===== config.mk =====
export PLATFORM = sky130hd
export DESIGN_NAME = tlc5941_receiver
export DESIGN_NICKNAME = d
export VERILOG_FILES = /design/src/rtl/tlc5941_pkg.sv /design/src/rtl/tlc5941_pwm.sv /design/src/rtl/tlc5941_receiver.sv
export SDC_FILE = /design/constraint.sdc
export NUM_CORES = 2
export LEC_CHECK = 0
export ABC_CLOCK_PERIOD_IN_PS = 2400
export CAP_MARGIN = 20
export CORE_MARGIN = 2
export CORE_UTILIZATION = 50
export CTS_CLUSTER_DIAMETER = 60
export DETAILED_ROUTE_END_ITERATION = 8
export PLACE_DENSITY = 0.8
export SLEW_MARGIN = 0
export SYNTH_ARGS = -nofsm -noshare
export SYNTH_HDL_FRONTEND = slang
export SYNTH_HIERARCHICAL = 1
export SYNTH_SLANG_ARGS = --single-unit

===== constraint.sdc =====
create_clock -name clock -period 2.4 [get_ports clock]
set_input_delay 0.48 -clock clock [delete_from_list [all_inputs] [get_ports clock]]
set_output_delay 0.48 -clock clock [all_outputs]
set_load 0.02 [all_outputs]

===== src/rtl/tlc5941_pkg.sv =====
// tlc5941_pkg: shared widths and frame-length helpers for the TLC5941 receiver model.
package tlc5941_pkg;
    localparam int GS_BITS     = 12;
    localparam int DC_BITS     = 6;
    localparam int CH_PER_CHIP = 16;

    function automatic int gs_frame_bits(input int nchips);
        return nchips * CH_PER_CHIP * GS_BITS;
    endfunction

    function automatic int dc_frame_bits(input int nchips);
        return nchips * CH_PER_CHIP * DC_BITS;
    endfunction
endpackage


===== src/rtl/tlc5941_pwm.sv =====
// tlc5941_pwm: grayscale counter and per-channel comparators driving registered LED outputs.
module tlc5941_pwm
    import tlc5941_pkg::*;
#(
    parameter int NCH = 48
) (
    input  logic                   clock,
    input  logic                   reset,
    input  logic                   blank,
    input  logic                   gsclk_rise,
    input  logic [NCH*GS_BITS-1:0] gs_latch,
    output logic [NCH-1:0]         led_out
);
    logic [GS_BITS-1:0] gs_cnt;
    logic [NCH-1:0]     on;

    for (genvar c = 0; c < NCH; c++) begin : g_cmp
        assign on[c] = gs_cnt < gs_latch[GS_BITS*c +: GS_BITS];
    end

    always_ff @(posedge clock) begin
        if (reset || blank)
            gs_cnt <= '0;
        else if (gsclk_rise && gs_cnt != '1)
            gs_cnt <= gs_cnt + 1'b1;
        led_out <= (reset || blank) ? '0 : on;
    end
endmodule


===== src/rtl/tlc5941_receiver.sv =====
// tlc5941_receiver: oversampling far-end model of a TLC5941 chain with GS/DC shift,
// latch, PWM outputs and channel readback.
module tlc5941_receiver
    import tlc5941_pkg::*;
#(
    parameter  int NCHIPS = 3,
    localparam int NCH    = NCHIPS * CH_PER_CHIP,
    localparam int RW     = $clog2(NCH)
) (
    input  logic               clock,
    input  logic               reset,
    input  logic               led_sclk,
    input  logic               led_sin,
    input  logic               led_mode,
    input  logic               led_xlat,
    input  logic               led_blank,
    input  logic               led_gsclk,
    output logic               led_sout,
    output logic [NCH-1:0]     led_out,
    input  logic [RW-1:0]      rd_ch,
    output logic [GS_BITS-1:0] rd_gs,
    output logic [DC_BITS-1:0] rd_dc,
    output logic               latch_pulse,
    output logic               latch_mode,
    output logic               xlat_err,
    output logic [9:0]         bit_cnt
);
    localparam int         GS_W = gs_frame_bits(NCHIPS);
    localparam int         DC_W = dc_frame_bits(NCHIPS);
    localparam logic [9:0] GS_N = 10'(GS_W);
    localparam logic [9:0] DC_N = 10'(DC_W);

    logic [5:0]      s, p;
    logic [GS_W-1:0] gs_sr, gs_latch;
    logic [DC_W-1:0] dc_sr, dc_latch;
    logic [GS_BITS-1:0] gs_ch [2**RW];
    logic [DC_BITS-1:0] dc_ch [2**RW];

    wire sclk_rise  = s[0] & ~p[0];
    wire sin_s      = s[1];
    wire mode_s     = s[2];
    wire mode_chg   = s[2] ^ p[2];
    wire xlat_rise  = s[3] & ~p[3];
    wire blank_s    = s[4];
    wire gsclk_rise = s[5] & ~p[5];

    // Unused readback slots tie to zero so out-of-range channels read back 0.
    for (genvar c = 0; c < 2**RW; c++) begin : g_ch
        if (c < NCH) begin : g_in
            assign gs_ch[c] = gs_latch[GS_BITS*c +: GS_BITS];
            assign dc_ch[c] = dc_latch[DC_BITS*c +: DC_BITS];
        end else begin : g_out
            assign gs_ch[c] = '0;
            assign dc_ch[c] = '0;
        end
    end

    always_ff @(posedge clock) begin
        if (reset) begin
            s           <= '0;
            p           <= '0;
            gs_sr       <= '0;
            dc_sr       <= '0;
            gs_latch    <= '0;
            dc_latch    <= '0;
            led_sout    <= 1'b0;
            latch_pulse <= 1'b0;
            latch_mode  <= 1'b0;
            xlat_err    <= 1'b0;
            bit_cnt     <= '0;
            rd_gs       <= '0;
            rd_dc       <= '0;
        end else begin
            s           <= {led_gsclk, led_blank, led_xlat, led_mode, led_sin, led_sclk};
            p           <= s;
            latch_pulse <= xlat_rise;
            xlat_err    <= xlat_rise && bit_cnt != (mode_s ? DC_N : GS_N);
            // Latch reads the pre-shift register even when SCLK rises in the same cycle.
            if (xlat_rise) begin
                latch_mode <= mode_s;
                if (mode_s)
                    dc_latch <= dc_sr;
                else
                    gs_latch <= gs_sr;
            end
            if (sclk_rise) begin
                led_sout <= mode_s ? dc_sr[0] : gs_sr[0];
                if (mode_s)
                    dc_sr <= {sin_s, dc_sr[DC_W-1:1]};
                else
                    gs_sr <= {sin_s, gs_sr[GS_W-1:1]};
            end
            bit_cnt <= (xlat_rise || mode_chg) ? '0 :
                       (sclk_rise && bit_cnt != '1) ? bit_cnt + 10'd1 : bit_cnt;
            rd_gs   <= gs_ch[rd_ch];
            rd_dc   <= dc_ch[rd_ch];
        end
    end

    tlc5941_pwm #(.NCH(NCH)) u_pwm (
        .clock      (clock),
        .reset      (reset),
        .blank      (blank_s),
        .gsclk_rise (gsclk_rise),
        .gs_latch   (gs_latch),
        .led_out    (led_out)
    );
endmodule


==> reports/summary.txt <==
H-tree Lvls: 4
HPWL Detailed: 162000 um
DIE AREA: 166000 um^2
post-synthesis xor/xnor area fraction: 0.161%
R2R setup slack: 50 ps
async set-reset flop share out of synthesis: 0%
final hold vios: 0
DR vias: 70649
Max IR drop VDD: 724 uV
cell area power density: 683 nW/um^2
fmax: 0.420 GHz
post-layout minimum cycle time: 2380 ps
first-pass GRT wire length: 371000 um
initial antenna violation count: 12
syn_area_per_cell: 8.03 um^2
largest net degree at the start of global routing: 209
Worst EP required: 1920 ps
RSZ-0062 raised after global routing: no
crit-path max FO: 1
Synth top area share: 45.0%
drt total wl: 238000 um
synth top area cells: dfxtp_1 45%, nand2_1 17%, a21oi_1 12%, ha_1 8.2%, mux4_2 5.3%
final core utilization: 56.3%
post-synthesis register bit count: 1830
sequential area share after synthesis: 45.0%
fillers: 13960
via-per-instance ratio: 5.74
Synth Area in Adders: 8.15%
Worst-Margin Slew: 941 ps
Post-synth EDFFs: 0
Cells on Worst Hold Path: 2
area delta synth->final: 12.3%
max-slew violation count: 0
RR Startpoint: u_pwm/gs_cnt[9]
initial DRC count: 8024
critical path startpoint category: flip-flop
Core Footprint: 162000 um^2
Max Root-Sink Buffers: 3
DIE HEIGHT: 408 um
ANT nets after route: 0
Root Driver: clkbuf_16
syn nets: 10701
die width: 408 um
iteration count of the initial detailed-routing pass: 6
CTS tree: built
clock sink count: 1830
WP data arrival: 1900 ps
clk_lat worst skew: 860 ps
row count: 148
leak pwr: 31.3 nW
crit end category: output port
top-count cell post-synth: nand2_1
grt total ovfl: 0
final setup vio count: 0
outcome: finished, final reports clean
final net count: 10526
Synth Cell Area: 81500 um^2
num ports: 94
crit-path cells: clkdlybuf4s50_1
Top delay family on crit path: buffers and inverters
Syn Inst Count: 10156
Clock Pin Slew Worst Setup and Hold Paths: 60 ps
worst min-delay path class: in2reg
layout cells sized above 1: 7.72%
post-layout worst setup margin: 18.3 ps
placed cell areas: 85200 um^2
max incr delay on CP: 640 ps
Post-synth top flop: dfxtp_1
Worst Hold Endpoint: s[4]
Synth cell types: 56
CP max-delay cell: clkdlybuf4s50_1
initial core utilization: 50.2%
vias in the first global route: 66476
CP Buf/Inv Count: 1
Setup CP Type: reg2out
Ys Warns: 6
fin area: 91500 um^2
placed insts: 11966
MaxCap Viol Count: 0
hold path start: led_blank
Synth top cells by count: 3597 x nand2_1, 1897 x a21oi_1, 1830 x dfxtp_1, 543 x inv_1, 537 x clkbuf_1
Clock Skew: 60.1 ps
port bufs: 93
Routed WL per cell: 19.3 um
GRT Overall Usage: 27.7%
r2r endpoint: u_pwm/led_out[13]
crit share post-route: 99.2%
Residual DRC: 0
Synth area leader: dfxtp_1
RD Place Congestion: 0.986
main combinational cell family by area after synthesis: simple AND/OR/NAND/NOR gates
multiplexer area fraction after synthesis: 6.99%
Setup TNS Final: 0 ps
post-synthesis simple-gate area fraction: 19.0%
CTS Buf Count: 187
Slew headroom: 37.3%
pre-CTS WS: -86.5 ps
Synth Area in Compound Gates: 14.9%
Finished Layout Cells: 12313
FF-to-FF path depth: 6
## sequential cells by signal, summed over array words and instances (netlist names)
register	cells
xlat_err	1
latch_mode	1
u_pwm/gs_cnt	12
rd_dc	6
gs_sr	576
led_sout	1
rd_gs	12
dc_sr	288
p	4
dc_latch	288
latch_pulse	1
gs_latch	576
bit_cnt	10
s	6
u_pwm/led_out	48
## layout make-up
| cell class | count | area [um^2] | area share, % |
|---|---|---|---|
| multi-input cells | 7114 | 40200 | 43.9 |
| flip-flops and latches | 1830 | 36700 | 40.1 |
| clock buffers | 269 | 5350 | 5.85 |
| repair buffers | 305 | 3580 | 3.91 |
| well taps | 2175 | 2720 | 2.97 |
| inverters | 543 | 2040 | 2.23 |
| clock inverters | 75 | 946 | 1.03 |
| diodes | 2 | 5.00 | 0.00547 |
## stage by stage
| stage | hold slack (ps) | total power [mW] |
|---|---|---|
| global route | 172 | 64.2 |
| finish | 206 | 62.5 |
| floorplan | 430 | 32.8 |
| global placement | 439 | 33.6 |
| CTS | 151 | 62.7 |
| detailed placement | 444 | 33.7 |
## power by group
group | total (mW) | switching [mW] | internal [mW]
combinational | 2.55 | 1.89 | 0.664
sequential | 30.5 | 0.0633 | 30.4
clock | 29.4 | 12.6 | 16.9
## timing repair
item | in CTS | in global routing
setup buffers | 0 | 0
endpoints found under the setup margin | 41 | 0
endpoints found under the hold margin | 20 | 0
hold buffers | 1 | 0
resized for setup | 48 | 0
## routing by layer
layer  wire length, um  global-route usage, %
met1             95700                   35.8
met2            109000                   43.9
met3             19600                   5.26
met4             13600                   14.9
met5                54                      0
## worst max-delay path by stage
| stage | depth (start not counted) | startpoint | slack, ps | end |
|---|---|---|---|---|
| after floorplan | 4 | u_pwm/gs_cnt[9] | 9 | u_pwm/led_out[25] |
| after global placement | 9 | rd_ch[0] | -50 | rd_gs[9] |
| after detailed placement | 9 | rd_ch[0] | -90 | rd_gs[11] |
| after CTS | 1 | u_pwm/led_out[3] | 0.7 | led_out[3] |
| after global routing | 1 | u_pwm/led_out[3] | 4 | led_out[3] |
| final | 1 | u_pwm/led_out[3] | 20 | led_out[3] |
## logic make-up (layout without fill, tap and decap cells)
kind of cell | Yosys count | after routing
AOI/OAI and AO/OA | 2279 | 2279
buffers and inverters | 1212 | 1192
adders and majority gates | 531 | 531
DFF | 1830 | 1830
other | 0 | 2
muxes | 325 | 325
xor gates and xnor gates | 15 | 15
and+or+nand+nor | 3964 | 3964
## cell usage in the layout (no fill, tap or decap), types with 85 or more instances in the layout
master,netlist,routed
mux2i_1,93,93
dfxtp_1,1830,1811
buf_12,0,85
nand2_1,3597,3595
clkbuf_16,0,189
ha_1,531,531
buf_4,9,125
a21oi_1,1897,1897
nor2_1,110,108
inv_1,543,543
mux4_2,191,191
o21ai_0,124,124
Power figures use the tool's default switching activity.
